<file path="src/rtl/dmac_axi_rd_arbiter_pkg.sv">
// Shared definitions for the DMAC AXI read-port arbiter.
//   arb_state_e : arbiter FSM encoding (IDLE -> AR_PH -> R_PH -> IDLE)
//   AXI_*_W     : AXI3 field widths used on the AR channel
package dmac_arb_pkg;

  localparam int AXI_LEN_W   = 4;
  localparam int AXI_SIZE_W  = 3;
  localparam int AXI_BURST_W = 2;

  typedef enum logic [1:0] {
    IDLE  = 2'd0,
    AR_PH = 2'd1,
    R_PH  = 2'd2
  } arb_state_e;

endpackage

</file>
<file path="src/rtl/dmac_axi_rd_arbiter_rr_picker.sv">
// Combinational round-robin priority encoder.
//   req  : request vector, one bit per master
//   last : index of the master granted most recently
//   pick : first requesting index after last, wrapping modulo N_MASTER
//   any  : at least one request bit is set
module dmac_rr_picker #(
  parameter int N_MASTER = 2,
  parameter int IDX_W    = $clog2(N_MASTER)
) (
  input  logic [N_MASTER-1:0] req,
  input  logic [IDX_W-1:0]    last,
  output logic [IDX_W-1:0]    pick,
  output logic                any
);

  logic [IDX_W-1:0] idx;
  logic             found;

  // Walk the masters in order last+1, last+2, ..., last (the previous
  // winner gets lowest priority); the first requester seen wins.
  always_comb begin
    pick  = '0;
    idx   = '0;
    found = 1'b0;
    any   = |req;
    for (int k = 1; k <= N_MASTER; k++) begin
      idx = IDX_W'((int'(last) + k) % N_MASTER);
      if (!found && req[idx]) begin
        pick  = idx;
        found = 1'b1;
      end
    end
  end

endmodule

</file>
<file path="src/rtl/dmac_axi_rd_arbiter.sv">
// Shares one AXI3 read port (AR + R) between N_MASTER requesters with
// round-robin arbitration and a single burst outstanding. The grant is
// held from AR selection until the R beat carrying rlast. R payload is
// broadcast to all masters; only the granted master sees rvalid.
//   clk, rst_n          : clock, synchronous active-low reset
//   m_ar*               : per-master AR channels (master i in slice i)
//   m_r*                : per-master rvalid/rready, shared R payload
//   s_ar*, s_r*         : slave-side AR and R channels
//   grant               : current / last granted master index
//   busy                : a burst is in progress (AR_PH or R_PH)
//   len_err             : pulse on a beat whose rlast disagrees with arlen
//
// Handshake semantics: every channel follows AXI valid/ready rules; a
// transfer occurs on a rising edge where valid and ready are both high,
// and a valid, once raised, must hold with stable payload until ready.
module dmac_axi_rd_arbiter
  import dmac_arb_pkg::*;
#(
  parameter int N_MASTER   = 2,
  parameter int ADDR_WIDTH = 32,
  parameter int DATA_WIDTH = 32,
  parameter int ID_WIDTH   = 4,
  localparam int IDX_W     = $clog2(N_MASTER)
) (
  input  logic                              clk,
  input  logic                              rst_n,
  input  logic [N_MASTER-1:0]               m_arvalid,
  output logic [N_MASTER-1:0]               m_arready,
  input  logic [N_MASTER*ID_WIDTH-1:0]      m_arid,
  input  logic [N_MASTER*ADDR_WIDTH-1:0]    m_araddr,
  input  logic [N_MASTER*AXI_LEN_W-1:0]     m_arlen,
  input  logic [N_MASTER*AXI_SIZE_W-1:0]    m_arsize,
  input  logic [N_MASTER*AXI_BURST_W-1:0]   m_arburst,
  output logic [N_MASTER-1:0]               m_rvalid,
  input  logic [N_MASTER-1:0]               m_rready,
  output logic [ID_WIDTH-1:0]               m_rid,
  output logic [DATA_WIDTH-1:0]             m_rdata,
  output logic [1:0]                        m_rresp,
  output logic                              m_rlast,
  output logic                              s_arvalid,
  input  logic                              s_arready,
  output logic [ID_WIDTH-1:0]               s_arid,
  output logic [ADDR_WIDTH-1:0]             s_araddr,
  output logic [AXI_LEN_W-1:0]              s_arlen,
  output logic [AXI_SIZE_W-1:0]             s_arsize,
  output logic [AXI_BURST_W-1:0]            s_arburst,
  input  logic                              s_rvalid,
  output logic                              s_rready,
  input  logic [ID_WIDTH-1:0]               s_rid,
  input  logic [DATA_WIDTH-1:0]             s_rdata,
  input  logic [1:0]                        s_rresp,
  input  logic                              s_rlast,
  output logic [IDX_W-1:0]                  grant,
  output logic                              busy,
  output logic                              len_err
);

  arb_state_e           state_q, state_d;
  logic [IDX_W-1:0]     grant_q, last_grant_q, pick;
  logic                 any_req;
  logic [AXI_LEN_W-1:0] beat_cnt_q, len_q;
  logic                 ar_hs, r_hs;

  dmac_rr_picker #(.N_MASTER(N_MASTER), .IDX_W(IDX_W)) u_picker (
    .req  (m_arvalid),
    .last (last_grant_q),
    .pick (pick),
    .any  (any_req)
  );

  // AR payload is muxed from the granted slice at all times; only
  // s_arvalid is qualified by state.
  assign s_arid    = m_arid   [int'(grant_q)*ID_WIDTH    +: ID_WIDTH];
  assign s_araddr  = m_araddr [int'(grant_q)*ADDR_WIDTH  +: ADDR_WIDTH];
  assign s_arlen   = m_arlen  [int'(grant_q)*AXI_LEN_W   +: AXI_LEN_W];
  assign s_arsize  = m_arsize [int'(grant_q)*AXI_SIZE_W  +: AXI_SIZE_W];
  assign s_arburst = m_arburst[int'(grant_q)*AXI_BURST_W +: AXI_BURST_W];

  // R payload is a zero-latency broadcast; rid is never remapped.
  assign m_rid   = s_rid;
  assign m_rdata = s_rdata;
  assign m_rresp = s_rresp;
  assign m_rlast = s_rlast;

  assign grant = grant_q;
  assign busy  = (state_q != IDLE);

  always_comb begin
    m_arready = '0;
    m_rvalid  = '0;
    s_arvalid = 1'b0;
    s_rready  = 1'b0;
    case (state_q)
      AR_PH: begin
        s_arvalid          = m_arvalid[grant_q];
        m_arready[grant_q] = s_arready;
      end
      R_PH: begin
        m_rvalid[grant_q] = s_rvalid;
        s_rready          = m_rready[grant_q];
      end
      default: ;
    endcase
  end

  assign ar_hs = s_arvalid & s_arready;
  assign r_hs  = s_rvalid & s_rready;

  // Beat index beat_cnt_q == len_q is the one that must carry rlast.
  // A missing rlast there is flagged but the burst still runs until the
  // slave does assert rlast.
  assign len_err = r_hs & (s_rlast ? (beat_cnt_q != len_q)
                                   : (beat_cnt_q == len_q));

  always_comb begin
    state_d = state_q;
    case (state_q)
      IDLE:    if (any_req)        state_d = AR_PH;
      AR_PH:   if (ar_hs)          state_d = R_PH;
      R_PH:    if (r_hs && s_rlast) state_d = IDLE;
      default:                     state_d = IDLE;
    endcase
  end

  always_ff @(posedge clk) begin
    if (!rst_n) begin
      state_q      <= IDLE;
      grant_q      <= '0;
      last_grant_q <= IDX_W'(N_MASTER - 1);
      beat_cnt_q   <= '0;
      len_q        <= '0;
    end else begin
      state_q <= state_d;
      if (state_q == IDLE && any_req) grant_q <= pick;
      if (ar_hs) begin
        len_q      <= s_arlen;
        beat_cnt_q <= '0;
      end
      if (r_hs) begin
        if (beat_cnt_q != {AXI_LEN_W{1'b1}}) beat_cnt_q <= beat_cnt_q + 1'b1;
        if (s_rlast) last_grant_q <= grant_q;
      end
    end
  end

endmodule

</file>
<file path="config.mk">
export PLATFORM = sky130hd
export DESIGN_NAME = dmac_axi_rd_arbiter
export DESIGN_NICKNAME = d
export VERILOG_FILES = /design/src/rtl/dmac_axi_rd_arbiter_pkg.sv /design/src/rtl/dmac_axi_rd_arbiter_rr_picker.sv /design/src/rtl/dmac_axi_rd_arbiter.sv
export SDC_FILE = /design/constraint.sdc
export NUM_CORES = 1
export LEC_CHECK = 0
export ABC_CLOCK_PERIOD_IN_PS = 1590
export CELL_PAD_IN_SITES_DETAIL_PLACEMENT = 0
export CELL_PAD_IN_SITES_GLOBAL_PLACEMENT = 2
export CORE_MARGIN = 3
export CORE_UTILIZATION = 11
export DETAILED_ROUTE_END_ITERATION = 10
export PLACE_DENSITY = 0.95
export SYNTH_ARGS = -nofsm -noshare
export SYNTH_HDL_FRONTEND = slang
export SYNTH_SLANG_ARGS = --single-unit
</file>
<file path="constraint.sdc">
create_clock -name clk -period 1.59 [get_ports clk]
set_input_delay 0.159 -clock clk [delete_from_list [all_inputs] [get_ports clk]]
set_output_delay 0.159 -clock clk [all_outputs]
set_load 0.05 [all_outputs]
</file>
==> reports/metrics.sh <==
OUTCOME='complete, but fails checks'
VIOLATIONS_IN_THE_FINAL_REPORTS='setup timing'
REQUIRED_PS=1430
FLOORPLAN.INITIALDENSITY_PCT=11.5
MAX-SLEW-MARGIN-REL_PCT=78.0
SETUP_TNS_PS=-224
CRITICAL_PATH_PEAK_FANOUT=2
SETUP_REPAIR_AFTER_GLOBAL_ROUTING_MISSED_ITS_MARGIN='yes'
POWER.STATIC_LEAKAGE_nW=1.71
WORST_SLACK_PS=-174
WORST_IR_DROP_VDD_V=0.000346
ASYNC_FLOP_SHARE_PCT=0
CRITICAL_PATH.TOP_DELAY_FAMILY='flip-flops'
GRT_OVERFLOW=0
POWER.SHARE.SWITCHING_PCT=35.9
CLOCKPOWERSHARE_PCT=22.1
ROUTED_WL_MM=7.81
COUNT_OF_FLIP_FLOPS_WITH_A_BUILT_IN_ENABLE_AFTER_SYNTHESIS=0
MIN_PATH_TYPE='input port to output port'
POWER.SHARE.SEQUENTIAL_PCT=14.1
FINAL-SETUP-VIOL-COUNT=6
POST_SYNTH_INST_COUNT=178
DRTPASS1ITERATIONS=4
POSTSYNTHNETCOUNT=316
ANTENNADIODECOUNT=0
PORT_BUFFERS=153
FIN_WORST_SKEW_PS=1.62
SYNTHDOMINANTCELLAREASHARE_PCT=32.5
TRITONCTS.NUM_BUFFERS=3
SYNTH-MAIN-FF-CELL='sky130_fd_sc_hd__dfxtp_1'
GRT_START_MAX_NET_PINS=22
DRV_SLEW=0
SYNTH.YOSYS.WARNINGS=0
CRIT_TYPE='register to output port'
GRT_PASS1_WL_MM=10.2
ARRIVAL_TIME_OF_THE_WORST_SETUP_PATH_PS=1600
POWER.SWITCHING_uW=848
MAX_FREQ_GHz=0.567
CRIT_CHAIN='xor2_1 > nor4_2 > buf_4 > mux2_4 > buf_6'
VIAS_PER_CELL=3.74
COMB_POWER_SHARE_PCT=63.9
SYNTH_SEQ_CELLS=12
CORE-AREA_UM2=14100
FINAL_CORE_UTIL_PCT=28.8
AREA_DELTA_SYNTH_FINAL_PCT=150
TOTAL_I_O_PIN_COUNT=230
WL_PER_CELL_UM=15.5
DRV_CAP=0
DIE-WIDTH_UM=128
GP_ROUTABILITY_CONGESTION=0.758
DESIGN.DIE.AREA_UM2=16300
POWERDENSITY_nW_PER_UM2=581
CLK_PIN_SLEW_PS=40
CP_NUM_BUF_INV=2
CLOCK_TREE_FROM_TRITONCTS='done'
CTS.PATH.MAX_BUFFERS=2
WORST_PATH_LARGEST_CELL_DELAY_PS=310
CTS-HTREE-LEVELS=1
TIMING.CRITICAL_PATH.SLOWEST_STAGE_CELL='sky130_fd_sc_hd__dfxtp_1'
CLK-INSERTION-DELAY-LATE_PS=240
GR-USAGE-ALL-LAYERS_PCT=7.91
SYNTH_AREA_PER_CELL_UM2=9.15
SYNTH_SEQ_AREA_SHARE_PCT=14.8
VIAS_IN_THE_FIRST_GLOBAL_ROUTE=1940
DETAIL_ROUTE.ITER0.VIOLATIONS=52
FINAL_LAYOUT_SIZE_SUFFIX_GT1_SHARE_PCT=48.4
SYNTHDISTINCTLIBCELLS=40
COUNT_OF_FINAL_HOLD_CHECK_VIOLATIONS=0
TIGHTEST_SLEW_PS=331
TYPE_OF_ELEMENT_LAUNCHING_THE_CRITICAL_PATH='register'
ROW_COUNT=43
NETLIST.TOP_CELL.BY_AREA='sky130_fd_sc_hd__mux2_2'
WORSTSETUPENDPOINTTYPE='output port'
DRC_ERRORS=0
HPWL_MM=5.99
FINAL.MIN_CLOCK_PERIOD_PS=1760
DR_TOTAL_VIAS=1879
TRITONCTS_NUM_SINKS=12
ANT_NETS=0
CTS_ROOT_BUFFER='sky130_fd_sc_hd__clkbuf_16'
MIN_PERIOD_OVER_PERIOD_PCT=111
FINAL_NET_COUNT=461
DIE_HEIGHT_UM=128
TOTAL_POWER_mW=2.36
NETLIST_AREA_UM2=1630
SYNTH.AREA.TOP_CELLS='sky130_fd_sc_hd__mux2_2 (33%), sky130_fd_sc_hd__buf_4 (19%), sky130_fd_sc_hd__dfxtp_1 (15%), sky130_fd_sc_hd__nor3_1 (3.4%), sky130_fd_sc_hd__xor2_1 (2.2%)'
INTERNAL_POWER_mW=1.52
GRT_ANTENNA_BEFORE_REPAIR=0
logic make-up (layout without fill, tap and decap cells):
| group | after synthesis | in the layout | synth area share, % |
|---|---|---|---|
| adders and majority gates | 1 | 1 | 0.769 |
| muxes | 52 | 52 | 36.9 |
| and+or+nand+nor | 40 | 40 | 15.1 |
| AOI/OAI and AO/OA | 16 | 16 | 7.53 |
| DFF | 12 | 12 | 14.8 |
| buffers and inverters | 53 | 197 | 22.8 |
| xor gates and xnor gates | 4 | 4 | 2.15 |
power groups by stage:
stage               Sequential (mW)  Combinational (mW)  Clock, mW
floorplan                     0.330               0.925          0
global placement              0.334                1.32          0
detailed placement            0.335                1.33          0
CTS                           0.334                1.37      0.527
global route                  0.334                1.57      0.546
finish                        0.333                1.51      0.522
what timing repair did:
item,4_1_cts,5_1_grt
gates cloned,1,4
resized for setup,11,63
setup endpoints to repair,30,43
hold buffers,0,0
pin swaps,2,2
setup buffers,3,6
endpoints found under the hold margin,0,0
final timing paths:
check | cells after the start | slack, ps | start | endpoint
worst max-delay path | 5 | -170 | len_q[2] | len_err
worst min-delay path | 0 | 320 | s_rdata[12] | m_rdata[12]
worst max register to register | 6 | 80 | grant | beat_cnt_q[0]
worst min register to register | 2 | 510 | last_grant_q | last_grant_q
metal layers:
metal / global-route usage [%] / part of all wire (%) / vias to the layer above
met5: 0 / 0 / -
met4: 2.43 / 1.4 / 0
met3: 2.13 / 8.7 / 12
met2: 16.0 / 56 / 96
met1: 7.68 / 34 / 881
li1: - / - / 890
cells in the mapped netlist (2+ instances only):
cell,n
sky130_fd_sc_hd__a21oi_1,5
sky130_fd_sc_hd__and2_1,2
sky130_fd_sc_hd__and3b_1,2
sky130_fd_sc_hd__buf_2,2
sky130_fd_sc_hd__buf_4,42
sky130_fd_sc_hd__clkbuf_2,3
sky130_fd_sc_hd__dfxtp_1,12
sky130_fd_sc_hd__inv_1,4
sky130_fd_sc_hd__mux2_2,47
sky130_fd_sc_hd__mux2i_1,2
sky130_fd_sc_hd__nand2_1,5
sky130_fd_sc_hd__nand3_1,2
sky130_fd_sc_hd__nand3b_1,2
sky130_fd_sc_hd__nor2_1,3
sky130_fd_sc_hd__nor2b_1,3
sky130_fd_sc_hd__nor3_1,11
sky130_fd_sc_hd__nor3b_1,2
sky130_fd_sc_hd__nor4_1,2
sky130_fd_sc_hd__o211ai_1,3
sky130_fd_sc_hd__xor2_1,4
stage by stage:
stage / setup slack (ps) / instances / cell area, um^2 / hold slack [ps]
2_1_floorplan: -121 / 178 / 1730 / 296
3_3_place_gp: -48.8 / 485 / 3540 / 318
3_5_place_dp: -73.2 / 485 / 3540 / 318
4_1_cts: -201 / 493 / 3730 / 318
5_1_grt: -251 / 502 / 4070 / 318
6_report: -174 / 502 / 4070 / 318
state kept, by name (all words and copies together) (netlist names):
name / count
beat_cnt_q: 4
len_q: 4
state_q: 2
grant: 1
last_grant_q: 1
layout by cell type, fill, tap and decap left out, types with 2 or more instances in the layout:
master,instances
sky130_fd_sc_hd__nor2b_1,3
sky130_fd_sc_hd__nor3_1,11
sky130_fd_sc_hd__dfxtp_2,2
sky130_fd_sc_hd__buf_8,20
sky130_fd_sc_hd__a21oi_1,5
sky130_fd_sc_hd__o211ai_1,3
sky130_fd_sc_hd__nor2_1,3
sky130_fd_sc_hd__nor3b_4,2
sky130_fd_sc_hd__inv_1,4
sky130_fd_sc_hd__clkbuf_16,6
sky130_fd_sc_hd__buf_16,2
sky130_fd_sc_hd__buf_12,29
sky130_fd_sc_hd__buf_6,9
sky130_fd_sc_hd__nand2_1,5
sky130_fd_sc_hd__clkdlybuf4s50_1,98
sky130_fd_sc_hd__mux2_2,8
sky130_fd_sc_hd__nand3b_1,2
sky130_fd_sc_hd__mux2i_1,2
sky130_fd_sc_hd__and2_1,2
sky130_fd_sc_hd__and3b_1,2
sky130_fd_sc_hd__nand3_1,2
sky130_fd_sc_hd__dfxtp_1,9
sky130_fd_sc_hd__buf_4,28
sky130_fd_sc_hd__mux2_4,40
sky130_fd_sc_hd__xor2_1,4
cell type report:
cell class / count / area, um^2
fill: 1409 / 10100
sequential: 12 / 246
timing repair buffer: 189 / 2300
tap: 180 / 225
inverter: 4 / 15.0
multi-input combinational: 113 / 1190
clock buffer: 4 / 88.8
Power figures use the tool's default switching activity.
